**src/rtl/aes_byte_stream_if.sv**
```systemverilog
// Byte-wide valid/ready streams between the byte source/sink and aes_byte_stream.
interface aes_byte_stream_if;
  logic [7:0] in_byte;
  logic       in_valid;
  logic       in_ready;
  logic [7:0] out_byte;
  logic       out_valid;
  logic       out_ready;

  modport master (
    output in_byte, in_valid, out_ready,
    input  in_ready, out_byte, out_valid
  );

  modport slave (
    input  in_byte, in_valid, out_ready,
    output in_ready, out_byte, out_valid
  );
endinterface

```
**src/rtl/aes_byte_stream.sv**
```systemverilog
// Byte-serial front end for a fixed-latency AES-128 core: gathers key and
// plaintext bytes, launches the core, then streams the 16-byte result back out.
module aes_byte_stream #(
  parameter int LATENCY = 11
) (
  input  logic             clk,
  input  logic             reset,
  aes_byte_stream_if.slave stream,
  output logic [0:127]     core_key,
  output logic [0:127]     core_data,
  output logic             core_start,
  input  logic [0:127]     core_result,
  output logic             busy,
  output logic [7:0]       block_count
);

  typedef enum logic [2:0] {LOAD_KEY, LOAD_DATA, START, WAIT, SEND} state_t;

  state_t       state, state_next;
  logic [3:0]   idx;
  logic [7:0]   wait_cnt;
  logic [0:127] capture;
  logic         in_xfer, out_xfer, last_byte, wait_done;

  assign last_byte = (idx == 4'd15);
  assign wait_done = (wait_cnt == 8'(LATENCY - 1));
  assign stream.out_byte = capture[{idx, 3'b000} +: 8];

  always_ff @(posedge clk or negedge reset) begin
    if (!reset) state <= LOAD_KEY;
    else        state <= state_next;
  end

  // Handshake qualifiers come straight from the registered state, so ready and
  // valid never depend combinationally on the other side's valid/ready.
  always_comb begin
    state_next       = state;
    stream.in_ready  = 1'b0;
    stream.out_valid = 1'b0;
    core_start       = 1'b0;
    busy             = 1'b1;
    in_xfer          = 1'b0;
    out_xfer         = 1'b0;
    case (state)
      LOAD_KEY: begin
        stream.in_ready = 1'b1;
        in_xfer         = stream.in_valid;
        busy            = (idx != 4'd0);
        if (in_xfer && last_byte) state_next = LOAD_DATA;
      end
      LOAD_DATA: begin
        stream.in_ready = 1'b1;
        in_xfer         = stream.in_valid;
        if (in_xfer && last_byte) state_next = START;
      end
      START: begin
        core_start = 1'b1;
        state_next = WAIT;
      end
      WAIT: begin
        if (wait_done) state_next = SEND;
      end
      SEND: begin
        stream.out_valid = 1'b1;
        out_xfer         = stream.out_ready;
        if (out_xfer && last_byte) state_next = LOAD_KEY;
      end
      default: state_next = LOAD_KEY;
    endcase
  end

  // One shared byte index serves all three 16-byte phases; it wraps to 0
  // exactly when each phase completes.
  always_ff @(posedge clk or negedge reset) begin
    if (!reset) begin
      idx         <= 4'd0;
      wait_cnt    <= 8'd0;
      core_key    <= '0;
      core_data   <= '0;
      capture     <= '0;
      block_count <= 8'd0;
    end else begin
      if (in_xfer || out_xfer) idx <= idx + 4'd1;
      if (in_xfer && state == LOAD_KEY)  core_key[{idx, 3'b000} +: 8]  <= stream.in_byte;
      if (in_xfer && state == LOAD_DATA) core_data[{idx, 3'b000} +: 8] <= stream.in_byte;
      if (state == WAIT) wait_cnt <= wait_cnt + 8'd1;
      else               wait_cnt <= 8'd0;
      if (state == WAIT && wait_done) capture <= core_result;
      if (out_xfer && last_byte) block_count <= block_count + 8'd1;
    end
  end

endmodule

```
**src/flat_wrapper.sv**
```systemverilog
// flat-port wrapper written by rule: the top's interface ports become plain ports
module aes_byte_stream_flat 
#(
  parameter int LATENCY = 11
)
  (clk, reset, core_key, core_data, core_start, core_result, busy, block_count, stream_in_byte, stream_in_valid, stream_out_ready, stream_in_ready, stream_out_byte, stream_out_valid);
  aes_byte_stream_if stream_i ();
  input  logic clk;
  input  logic reset;
  output logic [0:127] core_key;
  output logic [0:127] core_data;
  output logic core_start;
  input  logic [0:127] core_result;
  output logic busy;
  output logic [7:0] block_count;
  input wire logic [$bits(stream_i.in_byte)-1:0] stream_in_byte;
  input wire logic [$bits(stream_i.in_valid)-1:0] stream_in_valid;
  input wire logic [$bits(stream_i.out_ready)-1:0] stream_out_ready;
  output wire logic [$bits(stream_i.in_ready)-1:0] stream_in_ready;
  output wire logic [$bits(stream_i.out_byte)-1:0] stream_out_byte;
  output wire logic [$bits(stream_i.out_valid)-1:0] stream_out_valid;
  assign stream_i.in_byte = stream_in_byte;
  assign stream_i.in_valid = stream_in_valid;
  assign stream_i.out_ready = stream_out_ready;
  assign stream_in_ready = stream_i.in_ready;
  assign stream_out_byte = stream_i.out_byte;
  assign stream_out_valid = stream_i.out_valid;
  aes_byte_stream #(.LATENCY(LATENCY)) u_core (.clk(clk), .reset(reset), .stream(stream_i), .core_key(core_key), .core_data(core_data), .core_start(core_start), .core_result(core_result), .busy(busy), .block_count(block_count));
endmodule
```
**config.mk**
```make
export PLATFORM = sky130hd
export DESIGN_NAME = aes_byte_stream_flat
export DESIGN_NICKNAME = d
export VERILOG_FILES = /design/src/rtl/aes_byte_stream_if.sv /design/src/rtl/aes_byte_stream.sv /design/src/flat_wrapper.sv
export SDC_FILE = /design/constraint.sdc
export NUM_CORES = 1
export LEC_CHECK = 0
export CAP_MARGIN = 20
export CORE_MARGIN = 2
export CORE_UTILIZATION = 43
export CTS_BUF_LIST = sky130_fd_sc_hd__clkbuf_8
export CTS_CLUSTER_SIZE = 12
export DETAILED_ROUTE_END_ITERATION = 10
export GPL_TIMING_DRIVEN = 0
export HOLD_SLACK_MARGIN = 0.08
export PLACE_DENSITY = 0.73
export SLEW_MARGIN = 0
export SYNTH_ARGS = -nofsm -noshare
export SYNTH_HDL_FRONTEND = slang
export SYNTH_SLANG_ARGS = --single-unit
export TNS_END_PERCENT = 10
```
**constraint.sdc**
```tcl
create_clock -name clk -period 2.2 [get_ports clk]
set_clock_uncertainty 0.1 [all_clocks]
set_input_delay 0.55 -clock clk [delete_from_list [all_inputs] [get_ports clk]]
set_output_delay 0.55 -clock clk [all_outputs]
set_load 0.005 [all_outputs]
```
==> metrics.yaml <==
synthesis:
  synth_top_family_by_area: "multiplexers"
  synth_fa_ha_area_share_pct: 0.642
  avgSynthCellArea_um2: 15.8
  synth_ff_type: "dfrtp_1"
  synth-warning-count: 0
  yosys.area.top_type: "dfrtp_1"
  synth_compound_area_share_pct: 1.20
  syn-cell-area_um2: 17600
  yosysUniqueCellTypes: 42
  synth-async-reset-ratio_pct: 100
  syn_inst: 1113
  synth-edff-count: 0
  synth_simple_gate_area_share_pct: 6.07
  synthMuxAreaShare_pct: 31.3
  seq_area_frac_synth_pct: 58.0
  synth-seq-cells: 407
  yosys-top-cells-area: "dfrtp_1 (58%), mux2_2 (18%), mux2_4 (9.3%), mux4_2 (4.1%), and2_1 (1.5%)"
  synthXorXnorAreaFrac_pct: 0.599
  synthDominantCellAreaShare_pct: 58.0
  synth_nets: 1262
critical_path:
  crit_fanout: 7
  worstSetupEndpointType: "output pin"
  required_ns: 1.55
  cp.arrival_ns: 2.40
  start_kind: "flip-flop"
  path_class: "flip-flop to output pin"
placement:
  numPortBuffers: 415
  dp_hpwl_um: 35800
  place_area_um2: 22500
  routabilityCongestion: 0.803
sta:
  max_freq_ghz: 0.328
  hold_viol_final: 0
  finalCritPeriodShare_pct: 138
  setup_violations: 219
  drv_slew: 0
  worst_pin_slew_ns: 0.963
  fin_ws_ns: -0.845
  rsz0062_at_grt: "yes"
  relSlewSlack_pct: 35.6
  fin_crit_ns: 3.05
floorplanning:
  core_area_um2: 40600
  dieArea_um2: 42500
  start_util_pct: 43.3
  die_y_um: 206
  rows: 74
  die_x_um: 206
  ios: 416
pwr:
  p_leak_nw: 12.4
  irDropWorstVdd_mv: 0.558
  finalPower_w: 0.0260
  p_per_area_nw_per_um2: 1040
cts:
  cts_buffers: 71
  h-tree-depth: 3
  cts_sinks: 407
  clockBufferDepth: 3
  cts_tree: "built"
  clkTransAtPathRegs_ns: 0.06
  clock_insertion_delay_worst_skew_ns: 0.62
  cts-root-buf: "clkbuf_8"
drt:
  wl_per_cell_um: 22.5
  first_iter_violations: 475
  num_vias: 11600
  ant_nets: 0
  via_per_inst: 5.21
  firstDrtPassIters: 4
  drc: 0
  wirelength_um: 50400
status:
  failed_checks: "setup timing"
  outcome: "finished with violations"
worst_hold_path:
  hp-class: "input port to async pin"
global_route:
  grt_usage_pct: 23.4
  grt_pass1_wl_um: 74600
  grt_pass1_vias: 12300
  overflow: 0
  antenna_found_initial: 7
  grt_max_degree: 121
finish:
  utilization_pct: 61.9
  fin_nets: 1795
  drive_gt1_share_pct: 40.3
  fin_area_um2: 25100
  area_delta_synth_final_pct: 43.0
job:
  cap_violations: 0
==> cells in the final DEF (no fill, tap or decap), types with 14 or more instances in the layout <==
| cell | instances |
|---|---|
| dlygate4sd2_1 | 45 |
| clkbuf_8 | 93 |
| dlymetal6s2s_1 | 22 |
| dfrtp_1 | 403 |
| and2_1 | 41 |
| nand4_1 | 16 |
| buf_12 | 14 |
| buf_4 | 24 |
| inv_1 | 28 |
| mux2_2 | 220 |
| mux4_2 | 32 |
| mux2_4 | 166 |
| buf_6 | 32 |
| nor3_4 | 15 |
| clkdlybuf4s50_1 | 335 |
==> layout make-up <==
type	instances	area (µm²)
Fill cell	3079	15500
Sequential cell	407	10200
Multi-Input combinational cell	637	7480
Timing Repair Buffer	465	4790
Clock buffer	90	1240
Tap cell	532	666
Buffer	56	533
Clock inverter	33	143
Inverter	8	35.0
Antenna cell	6	15.0
==> critical path: stages (launching register included) <==
cell	delay, ns
dfrtp_2	0.46
buf_12	0.15
buf_12	0.13
buf_8	0.11
mux4_2	0.54
a22oi_1	0.17
nand2_1	0.06
buf_2	0.15
==> per-layer routing <==
| metal | share of wire, % | up-vias | global-route usage [%] |
|---|---|---|---|
| li1 | - | 5106 | - |
| met1 | 42 | 6086 | 29.6 |
| met2 | 50 | 360 | 38.8 |
| met3 | 5.3 | 89 | 5.14 |
| met4 | 3.0 | 2 | 10.1 |
| met5 | 0.026 | - | 0 |
==> synthesized netlist by cell type, types with 2 or more instances <==
cell type	instances
dfrtp_1	407
mux2_2	277
mux2_4	109
and2_1	42
mux4_2	32
clkbuf_1	29
a22oi_1	16
buf_2	16
nand4_1	16
nor3_2	14
buf_6	13
nand2_1	13
nor2_1	13
and3_1	9
ha_1	9
xor2_1	9
and2_0	8
inv_1	8
nand3_1	7
nor2b_1	7
a21oi_1	6
o21ai_0	6
or3_1	6
nand2b_1	5
nor3_1	4
nor4_1	4
buf_1	3
nand3b_1	3
nand4b_1	3
xnor2_1	3
mux2i_1	2
nand4bb_1	2
nor4_4	2
or2_2	2
==> registers in the layout, indices dropped and copies added, names as in the netlist <==
register            flops
u_core.capture        128
u_core.core_data      128
u_core.core_key       128
u_core.block_count      8
u_core.wait_cnt         8
u_core.idx              4
u_core.state            3
==> worst paths after layout <==
check	to	depth (start not counted)	from	slack, ns
min in group clk	u_core.block_count[7]	1	u_core.block_count[7]	0.36
setup reg to reg	u_core.core_data[16]	12	u_core.idx[0]	-0.41
hold reg to reg	u_core.block_count[7]	1	u_core.block_count[7]	0.36
setup / recovery	stream_out_byte[2]	7	u_core.idx[0]	-0.85
hold / removal	u_core.core_key[121]	2	reset	0.02
max in group asynchronous	u_core.capture[126]	4	reset	0.59
==> kinds of logic after synthesis <==
group | after synthesis
AND/OR/NAND/NOR | 164
adder cells (fa/ha/maj) | 9
AO/OA/AOI/OAI | 32
flip-flops | 407
buffers and inverters | 69
XOR/XNOR | 12
multiplexers | 420
==> through the flow <==
stage               hold WS, ns  worst slack (ns)  instances   TNS, ns
floorplan                 0.154           -0.0776       1113     -7.08
global placement          0.361            -17.05       2060  -7079.75
detailed placement        0.370             -1.11       2063   -168.06
CTS                       0.374            -0.874       2210    -41.36
global route             0.0248            -0.909       2234    -59.94
finish                   0.0176            -0.845       2234    -41.85
==> timing repair <==
| action | CTS | global route |
|---|---|---|
| hold buffers | 1 | 1 |
| pin swaps | 21 | 22 |
| hold endpoints to repair | 93 | 26 |
| setup endpoints to repair | 298 | 602 |
| gates cloned | 1 | 0 |
| buffers inserted | 27 | 18 |
| resized for setup | 216 | 120 |
==> power breakdown <==
| group | leakage, nW | internal (W) | switching, W |
|---|---|---|---|
| clock network | 0.799 | 0.00366 | 0.00310 |
| logic | 6.24 | 0.00545 | 0.00424 |
| registers | 5.33 | 0.00878 | 0.000764 |
| total | 12.4 | 0.0179 | 0.00810 |
No activity file was read; power rests on OpenSTA's default activity.
==> patch, RTL diff (same flow settings) <==
Encoding of `state_t`: now Gray code (3 bits for 5 states).
--- a/src/rtl/aes_byte_stream.sv
+++ b/src/rtl/aes_byte_stream.sv
@@ -15,5 +15,5 @@
 );
 
-  typedef enum logic [2:0] {LOAD_KEY, LOAD_DATA, START, WAIT, SEND} state_t;
+  typedef enum logic [2:0] {LOAD_KEY = 3'b000, LOAD_DATA = 3'b001, START = 3'b011, WAIT = 3'b010, SEND = 3'b110} state_t;
 
   state_t       state, state_next;
Behaviour: no difference found for any inputs over 4 cycles, from zero or initial values and one cycle with reset low; so few cycles prove little.
==> patch against the unedited design <==
The flow still finishes with violations (setup timing); setup slack lost 0.041 ns; global-route usage increased by 0.085 points; register-to-register slack better by 0.05 ns; synthesized cell count fell by 0.81%; critical path type unchanged; synthesized area is 0.32% higher; design area decreased by 0.63%; critical endpoint is now stream_out_byte[3]; non-clock buffer count down 1; power up 4.4%; wire length decreased by 1.2%; sequential cell count is the same.
==> patch: results (changes against the unedited design) <==
STATUS
--------------------------------------------------------------------------------
Result of the run                                                   finished, violations left   unchanged
Violated checks                                                     setup timing   unchanged

LAYOUT
--------------------------------------------------------------------------------
Share of layout cells above drive strength 1                               0.391   was 0.403
Number of non-clock buffers in the layout                                    520   was 521
Register share of the cell area                                            0.409   was 0.406
Layout Area Growth over Synthesis                                          41.6%   was 43.0%
ANT cells                                                                      0   was 6
Multi-input gate share of the layout cell area                             0.295   was 0.298
Number of clock-tree buffers in the layout                                    91   was 90

DRT
--------------------------------------------------------------------------------
Routed wire per std cell                                                 22.4 um   was 22.5 um
Routed wl met2                                                          24700 um   was 25200 um
Met3 Routed Length                                                       3490 um   was 2670 um
Total routed wire length on the met1 layer                              20500 um   was 21000 um

SETUP PATH
--------------------------------------------------------------------------------
Slack of the worst reg-to-reg path                                      -0.36 ns   was -0.41 ns
CP Max Fanout                                                                  6   was 7
Data arrival, critical path                                              2.44 ns   was 2.40 ns
FF-to-FF End                                                        u_core.core_data[20]$_DFFE_PN0P_   was u_core.core_data[16]$_DFFE_PN0P_

LOGIC SYNTHESIS
--------------------------------------------------------------------------------
Synthesized-area fraction occupied by adder cells                        0.00640   was 0.00642
Post-Synthesis Mean Instance Area                                       15.9 um2   was 15.8 um2
Seq/Total Area, Yosys                                                      0.578   was 0.580
Count of different cell masters after synthesis                               44   was 42
Synth Net Count                                                             1253   was 1262
Compound-gate portion of the synthesized area                             0.0103   was 0.0120
Top cells by area, synth                                            sky130_fd_sc_hd__dfrtp_1 58%, sky130_fd_sc_hd__mux2_2 16%, sky130_fd_sc_hd__mux2_4 10%   was sky130_fd_sc_hd__dfrtp_1 58%, sky130_fd_sc_hd__mux2_2 18%, sky130_fd_sc_hd__mux2_4 9.3%

STA
--------------------------------------------------------------------------------
Worst-case setup margin in the final layout                            -0.886 ns   was -0.845 ns
Setup violators final                                                        146   was 219
Max-slew headroom at the worst pin                                         0.476   was 0.356
Total negative slack                                                   -31.83 ns   was -41.85 ns
Worst hold margin                                                      0.0591 ns   was 0.0176 ns

PLACEMENT
--------------------------------------------------------------------------------
Placed insts                                                                2054   was 2063
Routability Congestion                                                     0.821   was 0.803
Placed wire-length estimate                                             35700 um   was 35800 um
Area of placed instances                                               22600 um2   was 22500 um2

GLOBAL ROUTING
--------------------------------------------------------------------------------
Met3 global-route usage                                                   0.0607   was 0.0514
GR Layer Usage met1                                                        0.299   was 0.296
Largest net degree at the start of global routing                            112   was 121
Met2 demand-to-capacity share in global routing                            0.390   was 0.388
Number of antenna violations at the first check in global routing              2   was 7

CTS
--------------------------------------------------------------------------------
Number of post-CTS setup repair buffers                                       25   was 27

POWER AND IR DROP
--------------------------------------------------------------------------------
Leakage component of the power                                           12.7 nW   was 12.4 nW

==> patch: changes by cell type after synthesis, moves of 6 or more <==
| cell | unedited run | this run |
|---|---|---|
| sky130_fd_sc_hd__and2_1 | 42 | 49 |
| sky130_fd_sc_hd__nor3_4 | 0 | 6 |
| sky130_fd_sc_hd__clkbuf_1 | 29 | 23 |
| sky130_fd_sc_hd__and2_0 | 8 | 0 |
| sky130_fd_sc_hd__mux2_2 | 277 | 244 |
| sky130_fd_sc_hd__mux2_1 | 0 | 25 |
| sky130_fd_sc_hd__buf_1 | 3 | 9 |
| sky130_fd_sc_hd__nand4_1 | 16 | 7 |
| sky130_fd_sc_hd__nand3_1 | 7 | 13 |
| sky130_fd_sc_hd__nand2_1 | 13 | 19 |
| sky130_fd_sc_hd__mux2_4 | 109 | 117 |
==> patch: where the power goes <==
group | internal [W] | leakage (nW) | switching (W)
logic | 0.00559 | 6.53 | 0.00417
registers | 0.00927 | 5.35 | 0.00113
clock network | 0.00384 | 0.810 | 0.00313
